==> config.mk <==
export PLATFORM = sky130hd
export DESIGN_NAME = ball_motion_sequencer
export DESIGN_NICKNAME = d
export VERILOG_FILES = /design/src/rtl/ball_motion_sequencer.sv
export SDC_FILE = /design/constraint.sdc
export NUM_CORES = 1
export LEC_CHECK = 0
export BUFFER_PORTS_ARGS = -buffer_cell sky130_fd_sc_hd__buf_2
export CAP_MARGIN = 20
export CELL_PAD_IN_SITES_DETAIL_PLACEMENT = 1
export CELL_PAD_IN_SITES_GLOBAL_PLACEMENT = 2
export CORE_MARGIN = 10
export CORE_UTILIZATION = 30
export DETAILED_ROUTE_END_ITERATION = 10
export PLACE_DENSITY_LB_ADDON = 0.1
export SYNTH_ARGS = -nofsm -noshare
export SYNTH_HDL_FRONTEND = slang
export SYNTH_SLANG_ARGS = --single-unit
==> constraint.sdc <==
create_clock -name clk_50mhz -period 10.23 [get_ports clk_50mhz]
set_clock_uncertainty 0.15 [all_clocks]
set_input_delay 1.023 -clock clk_50mhz [delete_from_list [all_inputs] [get_ports clk_50mhz]]
set_output_delay 1.023 -clock clk_50mhz [all_outputs]
set_load 0.005 [all_outputs]
==> src/rtl/ball_motion_sequencer.sv <==
// Per-frame metaball motion sequencer: one shared position/velocity datapath
// walks every ball once per synchronised v_sync rising edge.
module ball_motion_sequencer #(
    parameter int NUM_BALLS     = 2,
    parameter int SCREEN_WIDTH  = 800,
    parameter int SCREEN_HEIGHT = 600,
    parameter int BALL_SIZE     = 128
) (
    input  logic       clk_50mhz,
    input  logic       reset,
    input  logic       v_sync,
    input  logic       enable,
    input  logic [2:0] rd_idx,
    output logic [9:0] rd_x,
    output logic [9:0] rd_y,
    output logic       busy,
    output logic       frame_done,
    output logic       overrun
);

    localparam int SPAN_X = SCREEN_WIDTH - BALL_SIZE;
    localparam int SPAN_Y = SCREEN_HEIGHT - BALL_SIZE;
    localparam logic [11:0] MID_X = 12'((SPAN_X / 2) * 4);
    localparam logic [11:0] MID_Y = 12'((SPAN_Y / 2) * 4);

    typedef enum logic [1:0] {IDLE, UPD_X, UPD_Y, DONE} state_t;

    state_t state, state_next;

    logic        sync1, sync2, sync_prev, rise;
    logic        trigger;
    logic [2:0]  idx;
    logic        last;

    logic [11:0] fix_x [NUM_BALLS];
    logic [11:0] fix_y [NUM_BALLS];
    logic [9:0]  vx    [NUM_BALLS];
    logic [9:0]  vy    [NUM_BALLS];

    logic [11:0] cur_pos, next_pos, mid;
    logic [9:0]  cur_vel, next_vel;

    // Flops reset high so a v_sync that is already high is not seen as an edge
    always_ff @(posedge clk_50mhz) begin
        if (reset) begin
            sync1     <= 1'b1;
            sync2     <= 1'b1;
            sync_prev <= 1'b1;
            rise      <= 1'b0;
        end else begin
            sync1     <= v_sync;
            sync2     <= sync1;
            sync_prev <= sync2;
            rise      <= sync2 & ~sync_prev;
        end
    end

    assign trigger = rise & enable;
    assign last    = (idx == 3'(NUM_BALLS - 1));

    always_ff @(posedge clk_50mhz) begin
        if (reset) state <= IDLE;
        else       state <= state_next;
    end

    always_comb begin
        state_next = state;
        unique case (state)
            IDLE:  if (trigger) state_next = UPD_X;
            UPD_X: state_next = UPD_Y;
            UPD_Y: state_next = last ? DONE : UPD_X;
            DONE:  state_next = IDLE;
        endcase
    end

    always_comb begin
        busy       = (state == UPD_X) || (state == UPD_Y);
        frame_done = (state == DONE);
    end

    always_ff @(posedge clk_50mhz) begin
        if (reset)                overrun <= 1'b0;
        else if (trigger && busy) overrun <= 1'b1;
    end

    // Shared datapath: axis chosen by state, ball chosen by idx
    always_comb begin
        cur_pos = '0;
        cur_vel = '0;
        for (int i = 0; i < NUM_BALLS; i++) begin
            if (idx == 3'(i)) begin
                cur_pos = (state == UPD_Y) ? fix_y[i] : fix_x[i];
                cur_vel = (state == UPD_Y) ? vy[i] : vx[i];
            end
        end
        mid      = (state == UPD_Y) ? MID_Y : MID_X;
        next_pos = cur_pos + {{2{cur_vel[9]}}, cur_vel};
        next_vel = (next_pos < mid) ? cur_vel + 10'd1 : cur_vel - 10'd1;
    end

    always_ff @(posedge clk_50mhz) begin
        if (reset) begin
            idx <= '0;
            for (int i = 0; i < NUM_BALLS; i++) begin
                fix_x[i] <= 12'(((SPAN_X * (i + 1)) / (NUM_BALLS + 1)) * 4);
                fix_y[i] <= 12'(((SPAN_Y * (i + 1)) / (NUM_BALLS + 1)) * 4);
                vx[i]    <= '0;
                vy[i]    <= '0;
            end
        end else begin
            if (state == IDLE && trigger)
                idx <= '0;
            else if (state == UPD_Y && !last)
                idx <= idx + 3'd1;
            for (int i = 0; i < NUM_BALLS; i++) begin
                if (idx == 3'(i) && state == UPD_X) begin
                    fix_x[i] <= next_pos;
                    vx[i]    <= next_vel;
                end
                if (idx == 3'(i) && state == UPD_Y) begin
                    fix_y[i] <= next_pos;
                    vy[i]    <= next_vel;
                end
            end
        end
    end

    always_comb begin
        rd_x = '0;
        rd_y = '0;
        for (int i = 0; i < NUM_BALLS; i++) begin
            if (rd_idx == 3'(i)) begin
                rd_x = fix_x[i][11:2];
                rd_y = fix_y[i][11:2];
            end
        end
    end

endmodule

-- After elaboration in Yosys (flattened, before gate mapping)
Memories as Yosys holds them, arrays and structs flattened.
Cells that the tools add are included.
- $add $sub $neg: 4
- $lt $le $gt $ge: 1
- equality and inequality tests: 6
- multiplexer cells: 39
- bitwise gates (word level): 11
- reductions and logical operators: 13
- operators with widths (operator ; count):
    $mux 10 ; 13
    $mux 12 ; 8
    $mux 1 ; 14
    $add 12x12->12 ; 1
    $lt 12x11->1 ; 1
    $mux 11 ; 1
    $add 10x1->10 const B ; 1
    $sub 10x1->10 const B ; 1
    $or 1x1->1 ; 8
    $pmux 2 s4 ; 1
    $logic_and 1x1->1 ; 7
    $eq 3x1->1 const B ; 2
    $logic_not 3->1 ; 2
    $eq 2x2->1 const B ; 2
    $mux 2 ; 2
    $add 3x1->3 const B ; 1
    $and 1x1->1 ; 2
    $eq 2x1->1 const B ; 1
    $logic_not 2->1 ; 1
    $ne 2x2->1 const B ; 1
    $reduce_or 2->1 ; 1
    $logic_not 1->1 ; 1
    $logic_or 1x1->1 ; 1
    $not 1->1 ; 1
- register bits: 10
- memory bits (writable): 88
- input port bits: 7
- output and inout port bits: 23
- word-level logic and storage cells: 85
- memories kept: 4
- memories (memory ; depth ; width ; read ports ; clocked after Yosys merged registers in ; write ports ; line ; RTL):
    fix_x ; 2 ; 12 ; 2 ; 0 ; 2 ; 35 ; logic [11:0] fix_x [NUM_BALLS];
    fix_y ; 2 ; 12 ; 2 ; 0 ; 2 ; 36 ; logic [11:0] fix_y [NUM_BALLS];
    vx ; 2 ; 10 ; 2 ; 0 ; 2 ; 37 ; logic [9:0] vx [NUM_BALLS];
    vy ; 2 ; 10 ; 2 ; 0 ; 2 ; 38 ; logic [9:0] vy [NUM_BALLS];

-- Longest topological paths before layout
Gate-level depths: netlist of the first run.
- depth in word-level cells: 8
- depth in mapped cells: 30
- gate-level depth less buffers: 27

-- Worst setup path after synthesis of the first run
Ideal clock, no wire load.
- path kind: register -> register
- start: reg state[0]
- end: mem vx[1][8] (netlist: vx[0][18]) (data pin)
- library setup time: 0.269 ns
- data arrival time: 6.498 ns
- required time: 9.811 ns
- setup slack: 3.313 ns
- stages on the path, launching flop included: 30
- path buffers: 3
- clock period less this slack: 6.917 ns
- cell sequence: dfxtp_1 > inv_1 > ha_1 > buf_2 > buf_1 > clkbuf_1 > mux2i_1 > o22ai_1 > ha_1 > a211oi_1 > o21bai_1 > a21oi_1 > xor2_1 > inv_1 > ha_1 > nand3b_1 > or3_1 > a31oi_1 > a311oi_1 > or4_1 > o211ai_2 > ha_1 > a21o_1 > a21oi_1 > o21bai_1 > a21oi_1 > o21bai_1 > a21oi_1 > xor2_1 > nor2_1
- RTL lines (item ; line ; RTL):
    start, declared ; 28 ; state_t state, state_next;
    start signal, assigned ; 63 ; else state <= state_next;
    end, declared ; 37 ;

==> flow_summary_export.csv, run 1 <==
group,metric,value,unit
cts,numCtsBuffers,9,
flow_run,maxCapViolations,0,
place,numPortBuffers,29,
critical_path,criticalPathCategory,"reg2reg",
yosys,ys_seq_area_share,52.9,%
yosys,syn_inst,458,
timing,whs,240,ps
power_and_ir_drop,p_sw,894,µW
critical_path,rrSetupSlack,2290,ps
cells_and_area,layout.cells.non_filler,720,
timing,fin_ws,2290,ps
yosys,synth-seq-cells,98,
cts,path_clk_slew,70,ps
detailed_routing,via_count,3745,
critical_path,cpMaxStageDelayCell,"o211ai_2",
cts,cts.repair.resized,0,
critical_path,critPathLaunchType,"register",
cts,cts.sinks,98,
power_and_ir_drop,ir_drop,0.000139,V
yosys,async_reset_ff_share,0,%
cells_and_area,final-seq-area,0.00284,mm²
place,pre_cts_ws,2210,ps
detailed_routing,routed_via_density,5.20,
critical_path,r2r-end,"vx[0][8]",
worst_hold_path,min_path_type,"reg2reg",
place,gp_congestion,0.834,
global_routing,grt_max_degree,24,
yosys,syn_area,0.00537,mm²
timing,rsz0062_at_grt,"false",
yosys,synth_edf_count,88,
cells_and_area,fin_nets,530,
detailed_routing,postRouteAntennaNets,0,
die,io_pins,30,
cts,cts_tree,"done",
global_routing,grt_pass1_wl,24200,µm
critical_path,cpMostUsedCell,"a21oi_1",
timing,final_hold_viol_count,0,
power_and_ir_drop,power_frac_seq,25.5,%
worst_hold_path,holdPathStages,1,
cts,cts_buffer_depth,2,
timing,setup-tns-final,0,ps
global_routing,grt_antenna_before_repair,0,
power_and_ir_drop,p_comb_share,57.4,%
power_and_ir_drop,power.internal,1.15,mW
timing,tightest_slew,1110,ps
cts,cts_hold_buf,0,
place,place_area,0.00584,mm²
global_routing,grt-ovfl-total,0,
critical_path,cp.arrival,7890,ps
detailed_routing,drt-total-wl,15500,µm
detailed_routing,wl_per_cell,21.5,µm
power_and_ir_drop,swShare,43.8,%
die,die-area,0.0237,mm²
cts,post_cts_buffers,0,
timing,drv_slew,0,
critical_path,cp_slowest_stage_delay,590,ps
worst_hold_path,holdCritStartpoint,"sync_prev",
die,start_util,30.9,%
yosys,synth_cell_type_count,54,
global_routing,track_usage,13.3,%
cells_and_area,drive_above_1_share,15.2,%
critical_path,crit_required,10180,ps
die,chipWidth,154,µm
timing,finalSetupViolCount,0,
global_routing,grt_pass1_vias,4061,
die,die_h,154,µm
cells_and_area,syn_to_final_growth,14.2,%
yosys,synth-main-ff-cell,"edfxtp_1",
cts,cts-root-buf,"clkbuf_16",
cts,h-tree-depth,3,
critical_path,worstRegToRegCells,28,
critical_path,crit_fanout,22,
cells_and_area,num_antenna_cells,0,
cells_and_area,nFillCells,1924,
place,dpl.cell_count,704,
critical_path,crit-reg2reg-launch,"state[0]",
yosys,syn_nets,498,
cells_and_area,post-route-cell-area,0.00614,mm²
detailed_routing,drc,0,
worst_hold_path,whs_endpoint,"rise",
yosys,syn_avg_cell_area,11.7,µm²
cells_and_area,multi_input_area,0.00241,mm²
timing,clock.fmax,0.126,GHz
power_and_ir_drop,cellLeakagePower,2.21,nW
cts,clk-insertion-delay-late,360,ps
yosys,ys_warn_count,0,
die,row_count,48,
place,dp_hpwl,10700,µm
detailed_routing,drtPass1Iterations,4,
detailed_routing,drt_iter0_markers,129,
critical_path,crit_path_end_kind,"register",
timing,slew_headroom,25.6,%
timing,min_period,7940,ps
power_and_ir_drop,pwr-share-clk,17.1,%
power_and_ir_drop,power_density,333,mW/mm²
run_status,status,"complete, no violations",
timing,period_share,77.7,%
die,core,0.0174,mm²
-- cell usage after synthesis (2+ instances only) --
| cell type | n | area (µm²) |
|---|---|---|
| edfxtp_1 | 88 | 2640 |
| nor2_1 | 51 | 191 |
| nor2b_1 | 3 | 18.8 |
| o21a_1 | 2 | 15.0 |
| o21bai_1 | 4 | 30.0 |
| a31oi_1 | 4 | 25.0 |
| a211oi_1 | 3 | 22.5 |
| buf_1 | 6 | 22.5 |
| a31o_2 | 2 | 17.5 |
| nand3b_1 | 2 | 15.0 |
| a21oi_1 | 16 | 80.1 |
| inv_1 | 18 | 67.6 |
| nand3_1 | 8 | 40.0 |
| ha_1 | 31 | 388 |
| and3_1 | 3 | 18.8 |
| and4_1 | 2 | 17.5 |
| xor2_1 | 7 | 61.3 |
| clkbuf_1 | 12 | 45.0 |
| a21o_1 | 7 | 52.6 |
| a311oi_1 | 3 | 26.3 |
| nor3_1 | 6 | 30.0 |
| a22o_1 | 20 | 175 |
| o22ai_1 | 20 | 125 |
| mux2i_1 | 43 | 430 |
| or2_2 | 3 | 18.8 |
| and2_1 | 6 | 37.5 |
| o21ai_0 | 9 | 45.0 |
| xnor2_1 | 11 | 96.3 |
| nor3b_1 | 2 | 15.0 |
| nand2b_1 | 6 | 37.5 |
| o211ai_1 | 2 | 15.0 |
| dfxtp_1 | 10 | 200 |
| or3_1 | 2 | 12.5 |
| nand2_1 | 25 | 93.8 |
| fa_1 | 2 | 40.0 |
-- registers in the layout (all words and copies together), names as in the netlist --
name       count
fix_y         24
idx            3
vy            20
overrun        1
sync_prev      1
sync1          1
sync2          1
rise           1
fix_x         24
vx            20
state          2
-- stage by stage --
| step | utilization, % | power, mW |
|---|---|---|
| 2_1_floorplan | - | 1.40 |
| 3_3_place_gp | 33.4 | 1.72 |
| 3_5_place_dp | 33.5 | 1.71 |
| 4_1_cts | 35.3 | 2.07 |
| 5_1_grt | 35.3 | 2.24 |
| 6_report | 35.3 | 2.04 |
-- power by group through the flow --
stage	sequential [mW]	combinational [mW]	clock (mW)
detailed placement	0.530	1.18	0
finish	0.520	1.17	0.349
floorplan	0.520	0.881	0
global placement	0.528	1.19	0
CTS	0.521	1.19	0.361
global route	0.525	1.34	0.374
-- cell families (layout without fill, tap and decap cells) --
logic type	count (synthesis)	count (layout)	synth area share, %
AO/OA/AOI/OAI	104	104	14.0
AND/OR/NAND/NOR	124	124	11.1
adder cells (fa/ha/maj)	33	33	7.96
XOR/XNOR	19	19	3.35
buffers and inverters	37	74	2.61
flip-flops	98	98	52.9
multiplexers	43	43	8.01
-- worst max-delay path by stage --
stage                   from   endpoint  cells past startpoint
floorplan           state[0]  vx[0][18]                     29
global placement    state[0]  vy[0][18]                     28
detailed placement  state[0]   vx[0][8]                     28
CTS                 state[0]   vx[0][8]                     28
global route        state[0]   vx[0][8]                     28
finish              state[0]   vx[0][8]                     28
-- area by class of cell --
cell class / instances / area share [%]
repair buffers: 40 / 3.83
clock inverters: 7 / 1.24
clock buffers: 9 / 3.67
multi-input cells: 323 / 39.3
well taps: 225 / 4.59
flip-flops and latches: 98 / 46.3
inverters: 18 / 1.10
-- per-layer routing --
| layer | global-route usage [%] | wire [µm] | vias to the layer above | part of all wire, % |
|---|---|---|---|---|
| met5 | 0 | 0 | - | 0 |
| li1 | - | - | 1793 | - |
| met1 | 16.4 | 6990 | 1887 | 45 |
| met2 | 22.7 | 7800 | 48 | 50 |
| met4 | 4.99 | 266 | 0 | 1.7 |
| met3 | 2.18 | 408 | 17 | 2.6 |
-- cells in the final DEF, fill, tap and decap left out, types with 3 or more instances in the layout --
cell	netlist	routed
a211oi_1	3	3
a21o_1	7	7
a21oi_1	16	16
a22o_1	20	20
a311oi_1	3	3
a31oi_1	4	4
and2_1	6	6
and3_1	3	3
buf_2	1	29
buf_4	0	10
clkbuf_16	0	9
dfxtp_1	10	10
edfxtp_1	88	88
ha_1	31	30
inv_1	18	18
mux2i_1	43	43
nand2_1	25	25
nand2b_1	6	5
nand3_1	8	8
nor2_1	51	51
nor2b_1	3	3
nor3_1	6	4
o21ai_0	9	9
o21bai_1	4	4
o22ai_1	20	20
or2_2	3	3
xnor2_1	11	11
xor2_1	7	7
-- critical path, delay by kind of cell, from the launching register on --
family                   cells  cell delay [ps]
AO/OA/AOI/OAI               13             2820
XOR/XNOR                     2              570
adder cells (fa/ha/maj)      5             2040
buffers and inverters        4              770
flip-flops                   1              360
multiplexers                 1              120
AND/OR/NAND/NOR              3              820
Power figures use the tool's default switching activity.
==> inputs of run 2 (changes only) <==
- ABC_AREA: default -> 1
- clock period: 10.23 -> 7.2 ns (I/O delays scaled with it)
==> run 2 against run 1 <==
Register-to-register slack got worse by 1500 ps. Count of clock-buffer cells in the layout increased by 3. Sequential share of layout area decreased by 1.2 points. Maximum frequency increased by 23%. Synthesized cell count increased by 37%. Wire length increased by 4.4%. First-iteration DRC count increased by 31%. Critical path type unchanged. Highest routed layer unchanged.
==> flow_summary_export.csv, run 2 <==
group,metric,value,unit
timing,drv_slew,0,
timing,slew_headroom,33.9,%
detailed_routing,drtPass1Iterations,4,
timing,period_share,89.5,%
critical_path,cpMaxStageDelayCell,"fa_1",
worst_hold_path,whs_endpoint,"rise",
critical_path,cp_slowest_stage_delay,490,ps
timing,rsz0062_at_grt,"false",
yosys,ys_top_cells_by_area,"edfxtp_1 48%, nor2_1 7.0%, ha_1 7.0%",
cells_and_area,utilization,34.9,%
global_routing,grt_antenna_before_repair,0,
timing,tightest_slew,987,ps
cells_and_area,post-route-cell-area,0.00631,mm²
cts,cts-root-buf,"clkbuf_16",
global_routing,grt_max_degree,30,
worst_hold_path,min_path_type,"reg2reg",
cts,clk-insertion-delay-late,350,ps
cells_and_area,final_cell_mix,"104 x nor2_1, 102 x nand2_1, 91 x inv_1",
yosys,async_reset_ff_share,0,%
detailed_routing,drc,0,
critical_path,crit_path_end_kind,"register",
die,start_util,30.7,%
yosys,synth_largest_area_cell,"edfxtp_1",
critical_path,rrSetupSlack,760,ps
critical_path,worst-path-buf-inv,6,
critical_path,r2r-end,"vx[0][8]",
place,place_area,0.00599,mm²
yosys,ys_warn_count,0,
yosys,syn_area,0.00555,mm²
detailed_routing,postRouteAntennaNets,0,
critical_path,crit_required,7110,ps
die,row_count,49,
cts,cts_tree,"done",
die,core,0.0181,mm²
cells_and_area,top_regs,"fix_x x24, fix_y x24",
critical_path,crit_fanout,21,
place,dp_hpwl,11700,µm
global_routing,grt_pass1_vias,4641,
cells_and_area,final-seq-area,0.00284,mm²
run_status,status,"complete, no violations",
global_routing,track_usage,13.7,%
global_routing,grt-ovfl-total,0,
cts,cts.sinks,98,
yosys,post-synth-top-count-cell,"nor2_1",
timing,setup-tns-final,0,ps
yosys,syn_inst,629,
detailed_routing,drt-total-wl,16100,µm
detailed_routing,wl_per_cell,18.1,µm
cts,cts_hold_buf,0,
die,io_pins,30,
yosys,synth-seq-cells,98,
critical_path,cpMostUsedCell,"nand2_1",
timing,min_period,6440,ps
cells_and_area,nFillCells,2093,
detailed_routing,via_count,4301,
yosys,syn_nets,669,
place,gp_congestion,0.796,
cells_and_area,syn_to_final_growth,13.6,%
critical_path,worstRegToRegCells,32,
timing,clock.fmax,0.155,GHz
worst_hold_path,holdCritStartpoint,"sync_prev",
cells_and_area,drive_above_1_share,12.5,%
cells_and_area,multi_input_area,0.00233,mm²
yosys,synth_commonest_cells,"104 x nor2_1, 102 x nand2_1, 91 x inv_1",
die,die_h,156,µm
timing,finalSetupViolCount,0,
detailed_routing,routed_via_density,4.82,
cells_and_area,final_common_cell,"nor2_1",
die,chipWidth,156,µm
critical_path,crit-reg2reg-launch,"state[0]",
cells_and_area,fin_nets,698,
worst_hold_path,holdPathStages,1,
cells_and_area,num_antenna_cells,0,
yosys,synth_cell_type_count,38,
yosys,synth_top_area_share,47.6,%
timing,final_hold_viol_count,0,
critical_path,cp_top_family,"simple AND/OR/NAND/NOR gates",
critical_path,criticalPathCategory,"reg2reg",
cts,path_clk_slew,70,ps
yosys,syn_avg_cell_area,8.82,µm²
yosys,ys_seq_area_share,51.2,%
cts,cts_buffer_depth,2,
yosys,synth-main-ff-cell,"edfxtp_1",
global_routing,grt_pass1_wl,25900,µm
critical_path,cp.arrival,6350,ps
place,numPortBuffers,29,
cts,h-tree-depth,3,
flow_run,maxCapViolations,0,
cts,numCtsBuffers,9,
critical_path,critPathLaunchType,"register",
die,die-area,0.0243,mm²
detailed_routing,drt_iter0_markers,169,
yosys,synth_edf_count,88,
## run 2: final cells by class
type / count / share of cell area [%]
clock buffers: 12 / 3.91
clock inverters: 4 / 0.437
inverters: 95 / 5.65
multi-input cells: 415 / 36.9
flip-flops and latches: 98 / 45.1
well taps: 229 / 4.54
repair buffers: 39 / 3.49
## run 2: cells by family (layout without fill, tap and decap cells)
logic type	count (synthesis)	after routing	synth area share [%]
flip-flops	98	98	51.2
adder cells (fa/ha/maj)	33	33	7.71
AND/OR/NAND/NOR	270	270	20.5
XOR/XNOR	12	12	1.89
multiplexers	1	1	0.180
buffers and inverters	116	150	7.89
AO/OA/AOI/OAI	99	99	10.6
## run 2: repair_timing
item                                    4_1_cts  5_1_grt
resized for setup                             0        4
buffers inserted                              0        1
endpoints found under the setup margin        0        4
## run 2: routing by layer
metal / routed length, µm / track usage, % / part of all wire (%)
met3: 435 / 2.78 / 2.7
met2: 8050 / 24.0 / 50
met1: 7470 / 16.7 / 46
met4: 181 / 3.46 / 1.1
met5: 0 / 0 / 0
## run 2: worst max path at each step
| stage | from | end | cells after the start |
|---|---|---|---|
| finish | state[0] | vx[0][8] | 32 |
| global route | idx[0] | vx[0][8] | 34 |
| CTS | state[0] | vy[0][8] | 32 |
| detailed placement | state[0] | vy[0][18] | 32 |
| global placement | state[0] | vy[0][18] | 32 |
| floorplan | state[0] | vx[0][18] | 39 |
## run 2: through the flow
stage	setup slack (ps)	std cells	hold WS, ps
2_1_floorplan	1380	629	223
3_3_place_gp	669	874	234
3_5_place_dp	534	874	240
4_1_cts	483	890	250
5_1_grt	72.8	892	267
6_report	757	892	247
Power of run 2 is left out: the tool's default activity adds up to more than one toggle a clock period on the data nets, which glitch-free logic cannot reach.
==> inputs of run 3 (changes only) <==
- CORE_ASPECT_RATIO: default -> 1.75
- CTS_CLUSTER_DIAMETER: default -> 100
==> run 3 against run 2 <==
Die area rose by 0.88%. Global-route usage rose by 1.0 points. Count of clock-buffer cells in the layout rose by 1. Maximum frequency fell by 2.2%. First-iteration DRC count fell by 13%. Critical path depth rose by 6.
==> flow_summary_export.csv, run 3 (synthesis results as in run 2) <==
group,metric,value,unit
place,place_area,0.00606,mm²
worst_hold_path,min_path_type,"reg2reg",
critical_path,crit_fanout,31,
detailed_routing,drtPass1Iterations,4,
global_routing,grt_pass1_wl,26900,µm
critical_path,cpMostUsedCell,"nand2_1",
critical_path,critPathLaunchType,"register",
die,die_h,200,µm
critical_path,worstRegToRegCells,38,
die,io_pins,30,
cells_and_area,num_antenna_cells,0,
critical_path,crit_required,7110,ps
timing,clock.fmax,0.152,GHz
critical_path,rrSetupSlack,610,ps
place,gp_congestion,0.816,
cells_and_area,final_cell_mix,"104 x nor2_1, 102 x nand2_1, 90 x inv_1",
timing,drv_slew,0,
cts,numCtsBuffers,9,
cts,cts.sinks,98,
timing,final_hold_viol_count,0,
die,chipWidth,123,µm
cells_and_area,multi_input_area,0.00231,mm²
cells_and_area,fin_nets,703,
detailed_routing,drt-total-wl,17500,µm
cts,cts_hold_buf,0,
detailed_routing,drc,0,
cts,path_clk_slew,70,ps
cts,cts-root-buf,"clkbuf_16",
cells_and_area,drive_above_1_share,12.9,%
critical_path,criticalPathCategory,"reg2reg",
timing,whs,235,ps
timing,rsz0062_at_grt,"false",
timing,min_period,6590,ps
global_routing,grt_antenna_before_repair,0,
detailed_routing,postRouteAntennaNets,0,
critical_path,cpMaxStageDelayCell,"fa_1",
cts,clk-insertion-delay-late,360,ps
critical_path,crit_path_end_kind,"register",
cells_and_area,final-seq-area,0.00284,mm²
timing,period_share,91.5,%
timing,tightest_slew,1020,ps
cells_and_area,syn_to_final_growth,15.3,%
die,row_count,65,
die,die-area,0.0246,mm²
cells_and_area,post-route-cell-area,0.00640,mm²
detailed_routing,routed_via_density,4.87,
detailed_routing,wl_per_cell,19.4,µm
flow_run,maxCapViolations,0,
global_routing,grt_max_degree,32,
timing,slew_headroom,32.2,%
global_routing,grt-ovfl-total,0,
cells_and_area,final_common_cell,"nor2_1",
cts,h-tree-depth,3,
cts,cts_tree,"done",
global_routing,grt_pass1_vias,4897,
cells_and_area,nFillCells,2127,
worst_hold_path,holdPathStages,1,
global_routing,track_usage,14.8,%
timing,finalSetupViolCount,0,
die,core,0.0181,mm²
critical_path,cp.arrival,6500,ps
detailed_routing,drt_iter0_markers,147,
die,start_util,30.6,%
timing,setup-tns-final,0,ps
cts,cts_buffer_depth,2,
place,numPortBuffers,29,
critical_path,cp_slowest_stage_delay,400,ps
run_status,status,"complete, no violations",
cells_and_area,top_regs,"fix_x x24, fix_y x24",
place,dp_hpwl,12900,µm
detailed_routing,via_count,4394,
[run 3: cell types whose count changed in the layout (fill, tap and decap cells not counted), sizes merged]
| cell | before | now |
|---|---|---|
| buf | 39 | 44 |
| bufinv | 0 | 3 |
| clkbuf | 12 | 13 |
| clkinv | 4 | 0 |
| clkinvlp | 0 | 1 |
| inv | 95 | 94 |
[run 3: final cells by class]
| type | instances | area share, % |
|---|---|---|
| inverter | 95 | 5.63 |
| clock buffer | 13 | 3.91 |
| sequential | 98 | 44.4 |
| timing repair buffer | 44 | 4.03 |
| multi-input combinational | 415 | 36.0 |
| tap | 234 | 4.57 |
| clock inverter | 3 | 1.41 |
[run 3: worst paths after layout]
path,start,end
worst min register to register,sync_prev,rise
worst min-delay path,sync_prev,rise
worst max register to register,state[0],vx[0][18]
worst max-delay path,state[0],vx[0][18]
[run 3: stage by stage]
stage          cells  utilization, %  setup slack, ps
3_5_place_dp     886            33.4              582
6_report         902            35.3              611
3_3_place_gp     886            33.4              796
5_1_grt          902            35.3             7.56
2_1_floorplan    629               -             1380
4_1_cts          902            35.3              535
[run 3: what timing repair did]
action	4_1_cts	5_1_grt
resized for setup	0	1
buffers inserted	0	0
endpoints found under the setup margin	0	4
[run 3: critical path, delay by kind of cell, from the launching register on]
family | cells | cell delay (ps)
and+or+nand+nor | 17 | 1880
AOI/OAI and AO/OA | 6 | 980
DFF | 1 | 350
buffers and inverters | 8 | 1000
adders and majority gates | 5 | 1520
xor gates and xnor gates | 2 | 380
[run 3: metal layers]
metal  wire length, µm  GRT usage (%)  vias up
met5                 0              0        -
met4               468           6.09        0
met3               493           2.25       27
met2              9950           29.3       64
met1              6570           14.4     2138
li1                  -              -     2165
Power of run 3 is left out for the same reason.
